--- src/rtl/port_activity_led.sv ---
// port_activity_led: per-port link/activity LED driver for the 4x RGMII NIC,
// with heartbeat, lamp-test and blank modes for board bring-up.
module port_activity_led #(
    parameter int NUM_PORTS = 4,
    parameter int TICK_DIV  = 125000,
    parameter int BLINK_MS  = 40,
    parameter int HB_MS     = 500
) (
    input  logic                 clk,
    input  logic                 reset,
    input  logic [NUM_PORTS-1:0] link_up,
    input  logic [NUM_PORTS-1:0] act_rx,
    input  logic [NUM_PORTS-1:0] act_tx,
    input  logic [1:0]           mode,
    output logic [NUM_PORTS-1:0] led_out,
    output logic                 tick
);
    localparam int CW = (TICK_DIV > 1) ? $clog2(TICK_DIV) : 1;
    localparam int TW = ($clog2(BLINK_MS) > 8) ? $clog2(BLINK_MS) : 8;
    localparam int HW = (HB_MS > 1) ? $clog2(HB_MS) : 1;

    localparam logic [CW-1:0] PRE_LAST = CW'(TICK_DIV - 1);
    localparam logic [TW-1:0] BLK_LOAD = TW'(BLINK_MS - 1);
    localparam logic [HW-1:0] HB_LAST  = HW'(HB_MS - 1);

    typedef enum logic [1:0] {
        S_OFF,
        S_LINK,
        S_BLK_OFF,
        S_BLK_ON
    } state_e;

    logic [CW-1:0]        pre_q, pre_d;
    logic [HW-1:0]        hb_cnt_q, hb_cnt_d;
    logic                 hb_q, hb_d;
    logic [NUM_PORTS-1:0] pend_q, pend_d;
    logic [NUM_PORTS-1:0] consume;
    logic [NUM_PORTS-1:0] port_led;
    logic [NUM_PORTS-1:0] led_q, led_d;
    state_e               state_q [NUM_PORTS];
    state_e               state_d [NUM_PORTS];
    logic [TW-1:0]        timer_q [NUM_PORTS];
    logic [TW-1:0]        timer_d [NUM_PORTS];

    assign tick    = (pre_q == PRE_LAST);
    assign led_out = led_q;

    always_comb begin
        pre_d    = tick ? '0 : pre_q + 1'b1;
        hb_cnt_d = hb_cnt_q;
        hb_d     = hb_q;
        if (tick) begin
            if (hb_cnt_q == HB_LAST) begin
                hb_cnt_d = '0;
                hb_d     = ~hb_q;
            end else begin
                hb_cnt_d = hb_cnt_q + 1'b1;
            end
        end
    end

    // A new strobe in the consume cycle keeps pend set.
    assign pend_d = link_up & ((act_rx | act_tx) | (pend_q & ~consume));

    always_comb begin
        consume = '0;
        for (int p = 0; p < NUM_PORTS; p++) begin
            state_d[p] = state_q[p];
            timer_d[p] = timer_q[p];
            if (!link_up[p]) begin
                state_d[p] = S_OFF;
                timer_d[p] = '0;
            end else begin
                unique case (state_q[p])
                    S_OFF: state_d[p] = S_LINK;
                    S_LINK: begin
                        if (pend_q[p]) begin
                            state_d[p] = S_BLK_OFF;
                            timer_d[p] = BLK_LOAD;
                            consume[p] = 1'b1;
                        end
                    end
                    S_BLK_OFF: begin
                        if (tick) begin
                            if (timer_q[p] != '0) begin
                                timer_d[p] = timer_q[p] - 1'b1;
                            end else begin
                                state_d[p] = S_BLK_ON;
                                timer_d[p] = BLK_LOAD;
                            end
                        end
                    end
                    S_BLK_ON: begin
                        if (tick) begin
                            if (timer_q[p] != '0) begin
                                timer_d[p] = timer_q[p] - 1'b1;
                            end else if (pend_q[p]) begin
                                state_d[p] = S_BLK_OFF;
                                timer_d[p] = BLK_LOAD;
                                consume[p] = 1'b1;
                            end else begin
                                state_d[p] = S_LINK;
                            end
                        end
                    end
                    default: state_d[p] = S_OFF;
                endcase
            end
        end
    end

    always_comb begin
        for (int p = 0; p < NUM_PORTS; p++) begin
            port_led[p] = (state_q[p] == S_LINK) ||
                          (state_q[p] == S_BLK_ON);
        end
    end

    always_comb begin
        led_d = '0;
        unique case (mode)
            2'd0:    led_d = port_led;
            2'd1:    led_d = {NUM_PORTS{hb_q}};
            2'd2:    led_d = '1;
            default: led_d = '0;
        endcase
    end

    always_ff @(posedge clk) begin
        if (reset) begin
            pre_q    <= '0;
            hb_cnt_q <= '0;
            hb_q     <= 1'b0;
            pend_q   <= '0;
            led_q    <= '0;
            for (int p = 0; p < NUM_PORTS; p++) begin
                state_q[p] <= S_OFF;
                timer_q[p] <= '0;
            end
        end else begin
            pre_q    <= pre_d;
            hb_cnt_q <= hb_cnt_d;
            hb_q     <= hb_d;
            pend_q   <= pend_d;
            led_q    <= led_d;
            for (int p = 0; p < NUM_PORTS; p++) begin
                state_q[p] <= state_d[p];
                timer_q[p] <= timer_d[p];
            end
        end
    end

endmodule

--- config.mk ---
export PLATFORM = sky130hd
export DESIGN_NAME = port_activity_led
export DESIGN_NICKNAME = d
export VERILOG_FILES = /design/src/rtl/port_activity_led.sv
export SDC_FILE = /design/constraint.sdc
export NUM_CORES = 1
export LEC_CHECK = 0
export BUFFER_PORTS_ARGS = -buffer_cell sky130_fd_sc_hd__buf_2
export CAP_MARGIN = 20
export CORE_ASPECT_RATIO = 0.75
export CORE_MARGIN = 1.5
export CORE_UTILIZATION = 40
export CTS_CLUSTER_DIAMETER = 40
export DETAILED_ROUTE_END_ITERATION = 8
export SLEW_MARGIN = 5
export SYNTH_ARGS = -nofsm -noshare
export SYNTH_HDL_FRONTEND = slang
export SYNTH_SLANG_ARGS = --single-unit
--- constraint.sdc ---
create_clock -name clk -period 1.9 [get_ports clk]
set_input_delay 0.095 -clock clk [delete_from_list [all_inputs] [get_ports clk]]
set_output_delay 0.095 -clock clk [all_outputs]
set_load 0.005 [all_outputs]
# After elaboration in Yosys (flattened, before gate mapping)
# Memory sizes are Yosys's and may differ from the RTL's.
# Cells that the tools add are included.
dict set report totals {
  regBits 35
  mem_bits_rw 40
  in_bits 16
  out_inout_bits 5
  elab_cells 151
  n_memories 2
}
# name words width read_ports rd_clocked_by_memory_dff wr line
set memory_table {}
lappend memory_table {timer_q 4 8 4 0 4 42} ;# logic [TW-1:0] timer_q [NUM_PORTS];
lappend memory_table {state_q 4 2 4 0 4 40} ;# state_e state_q [NUM_PORTS];
dict set report op_classes {
  n_addsub 6
  n_eq_ne 16
  mux 93
  bitwise_logic 14
  n_reduce_logical 15
}
# operator count
set op_table {}
lappend op_table {{$mux 8} 28}
lappend op_table {{$pmux 8 s3} 4}
lappend op_table {{$mux 2} 32}
lappend op_table {{$pmux 2 s4} 4}
lappend op_table {{$reduce_bool 8->1} 4}
lappend op_table {{$sub 8x1->8 const B} 4}
lappend op_table {{$mux 1} 19}
lappend op_table {{$eq 2x2->1 const B} 9}
lappend op_table {{$add 17x1->17 const B} 1}
lappend op_table {{$eq 17x17->1 const B} 1}
lappend op_table {{$pmux 4 s3} 1}
lappend op_table {{$eq 2x1->1 const B} 5}
lappend op_table {{$logic_not 2->1} 5}
lappend op_table {{$add 9x1->9 const B} 1}
lappend op_table {{$eq 9x9->1 const B} 1}
lappend op_table {{$mux 9} 1}
lappend op_table {{$and 4x4->4} 2}
lappend op_table {{$or 1x1->1} 8}
lappend op_table {{$or 4x4->4} 2}
lappend op_table {{$pmux 1 s2} 4}
lappend op_table {{$logic_or 1x1->1} 4}
lappend op_table {{$not 4->4} 1}
lappend op_table {{$reduce_and 2->1} 1}
lappend op_table {{$reduce_or 2->1} 1}
lappend op_table {{$not 1->1} 1}

# Depth between registers and ports, before layout
dict set report depth {
  depth_word 9
  ltp_mapped 10
  ltp_nobuf 7
}

# Least setup slack after synthesis
# No wires, ideal clock.
dict set report synth_timing {
  path_type {reg-to-reg}
  start {register pre_q[0]}
  end {memory timer_q[2][3] in the netlist's numbering}
  setup_time_ns 0.127
  arrival_ns 1.772
  t_required_ns 1.773
  path_slack_ns 0.001
  stages_incl_launch_ff 9
  n_path_buf 2
  period_less_slack_ns 1.899
  path_cell_list {dfxtp_1 > ha_1 > buf_2 > and4_1 > nand4_1 > buf_6 > a221o_2 > a22oi_1 > nor2_1}
}
# item line
set synth_lines {}
lappend synth_lines {{from (decl)} 33} ;# logic [CW-1:0] pre_q, pre_d;
lappend synth_lines {{from (signal assigned)} 141} ;# pre_q <= pre_d;
lappend synth_lines {{to (decl)} 42}

==> metrics <==
Top Ports=21; Initial Utilization=40.93%; crit-path max FO=5; Hold Vio Cnt, Final=0; Worst Hold Class=input port to flop; total placed instance area=0.004487 mm²; DIE AREA=0.01045 mm²; crit end category=flop; Mapped Avg Cell Area=8.635 µm²; share of cells above drive strength 1=27.03%; final RePlAce weighted congestion=0.8715; ys async rst share=0%; Die H=88.93 µm; Fill cells=910; antenna fix cells=0; Net Sw Power=0.0007863 W; Yosys reg bits=75; total clock sinks=75; hold_ws=0.09889 ns; Total GRT Usage=18.18%; Core Footprint=0.009619 mm²; worst slew pin tran=0.5085 ns; Cell Area, Synth=0.003938 mm²; DP HPWL=6.422 mm; FMAX=516.4 MHz; leakage=2.020 nW; violated checks=setup timing; die width=117.6 µm; CP Data Arrival Time=2.18 ns; htree depth=3; Internal=0.002810 W; part of the power in registers=45.4%; RSZ-0062 raised after global routing=true; Crit Path Category=flop to flop; sequential share of the synthesized area=38.13%; Port Buffers=20; switching share of power=21.86%; Mapped Cells=456; num rows=31; Slew headroom=65.63%; Detail Route Antenna Nets=0; outcome=finished with violations; Worst Path Required=2.14 ns; combinational power share=7.6%; 1st-iter DRT viols=223; nets@finish=551; placed cell count=632; CP startpoint kind=flop; number of synthesized flops with an enable pin=0; wire length per cell=14.32 µm; Seq. cell area=0.001508 mm²; Post-Syn Nets=482; Max Cap Viol=0; pre-CTS setup slack=-0.08591 ns; peak supply drop=0.5150 mV; GRT overflow=0; clock slew at reported path FFs=0.05 ns; final worst setup slack=-0.03638 ns; fin. max-slew vios=0; DRC=0; multi-input combinational cell area=0.002487 mm²; Non-Filler Instances=661; maximum number of pins on one net before global-route repair=18; fin area=0.005171 mm²; Pre-Repair DR Iteration Count=4; ys flop type=dfxtp_1; CTS Buf Count=9; Final Routed Wirelength=9.468 mm; P&R area growth vs syn=31.33%; root buf cell=clkbuf_16; CTS Buffer Depth=2; power per cell area=695.4 mW/mm²; vias in the first global route=3279; yosys warns=0; fin crit share=101.9%; Core Util, Final=53.76%; minimum clock period=1.936 ns; drt via density=5.410; initial antenna violation count=0; final clock skew=0.005133 ns; clock power share=47.0%; via count=3576; CTS tree=done; global-route wire length before repair=15.41 mm; Final Setup Violations=4; clock insertion delay at the later pin of the skew report=0.33 ns; Synth cell types=76
==> timing repair <==
item                       4_1_cts  5_1_grt
setup buffers                    3        5
pin swaps                       10       27
hold endpoints to repair         3        0
hold buffers                     6        0
cloned                           1        0
resized for setup               17       48
setup endpoints to repair       32       46
==> Yosys cell counts, drive strengths merged, types with 4 or more instances <==
library cell   n  area [µm²]
a21boi         6       48.80
clkbuf        12       45.04
o21a           4       30.03
and3           6       37.54
xor2          19       166.4
a21oi         28       143.9
nor2          55       206.5
or3            6       47.54
o21ai         13       65.06
o21bai         4       30.03
a31oi          7       50.05
nand3         27       135.1
nand2         31       116.4
buf            8       46.30
a211oi         7       57.55
nand2b        10       62.56
mux2i          5       50.05
xnor2          6       52.55
inv           17       63.81
dfxtp         75        1501
nor4           7       73.82
and4           5       43.79
nor2b          4       25.02
a31o           4       35.03
nor3          13       76.33
ha            10       125.1
a311oi         5       43.79
nand4         12       75.07
==> through the flow <==
step,power (W),setup TNS (ns)
floorplan,0.001811,0
global placement,0.001893,-0.1361
detailed placement,0.001897,-1.003
CTS,0.003619,-0.0003801
global route,0.003741,-1.693
finish,0.003596,-0.08544
==> path summary, 6_finish.rpt <==
check | from | to | slack, ns | depth (start not counted)
max | pre_q[1] | timer_q[2][0] | -0.04 | 8
min reg2reg | timer_q[2][4] | timer_q[2][4] | 0.49 | 1
min | mode[0] | led_out[3] | 0.1 | 3
max reg2reg | pre_q[1] | timer_q[2][0] | -0.04 | 8
==> registers in the layout, indices dropped and copies added (netlist names) <==
register and count:
state_q 8, pend_q 4, led_out 4, pre_q 17
hb_cnt_q 9, timer_q 32, hb_q 1
==> critical path: stages, from the launching register on <==
cell and delay [ns]:
dfxtp_2 0.34, ha_4 0.13, and4_1 0.19, nand4_1 0.21
buf_6 0.23, a221oi_4 0.37, buf_4 0.18, nor2_2 0.03
a211oi_1 0.16
==> cell usage in the layout (no fill, tap or decap), types with 5 or more instances in the layout <==
cell type,count
buf_2,20
nand2_1,30
a211oi_1,5
dfxtp_1,70
and4_1,5
dlygate4sd3_1,6
mux2i_1,5
ha_1,8
dfxtp_2,5
inv_1,14
nand3_1,25
and3_1,5
buf_4,39
o21ai_0,7
nand2b_1,9
clkbuf_16,9
xor2_1,18
a31oi_1,6
a21oi_1,23
nor3_1,12
buf_6,9
nand4_1,12
nor2_1,54
xnor2_1,6
a21oi_2,5
==> cell families (layout without fill, tap and decap cells) <==
| logic type | count (synthesis) | after routing | share of synthesized area, % |
|---|---|---|---|
| simple gates | 196 | 196 | 27.55 |
| compound gates | 106 | 106 | 19.77 |
| flops | 75 | 75 | 38.13 |
| buf+inv | 38 | 111 | 4.258 |
| xor+xnor | 25 | 25 | 5.561 |
| fa+ha+maj | 10 | 10 | 3.178 |
| mux | 6 | 6 | 1.557 |
==> power groups by stage <==
| stage | registers [W] | logic, W | clock network (W) |
|---|---|---|---|
| 6_report | 0.00163 | 0.000275 | 0.00169 |
| 2_1_floorplan | 0.00165 | 0.000156 | 0 |
| 3_3_place_gp | 0.00166 | 0.000234 | 0 |
| 3_5_place_dp | 0.00166 | 0.000237 | 0 |
| 4_1_cts | 0.00163 | 0.000253 | 0.00174 |
| 5_1_grt | 0.00163 | 0.000303 | 0.00180 |
==> cell type report <==
| cell class | instances | area share [%] |
|---|---|---|
| Clock buffer | 13 | 5.033 |
| Clock inverter | 2 | 0.6775 |
| Inverter | 17 | 1.282 |
| Multi-Input combinational cell | 343 | 48.10 |
| Sequential cell | 75 | 29.16 |
| Tap cell | 132 | 3.194 |
| Timing Repair Buffer | 79 | 12.56 |
==> metal layers <==
layer  share of wire (%)  vias to the layer above  global-route usage [%]
met5                   0                        -                       0
met4                0.91                        0                   5.876
met3                 3.3                        8                   4.273
met2                  47                       56                   29.68
met1                  49                     1712                   24.24
li1                    -                     1800                       -
(Power assumes the default switching activity.)
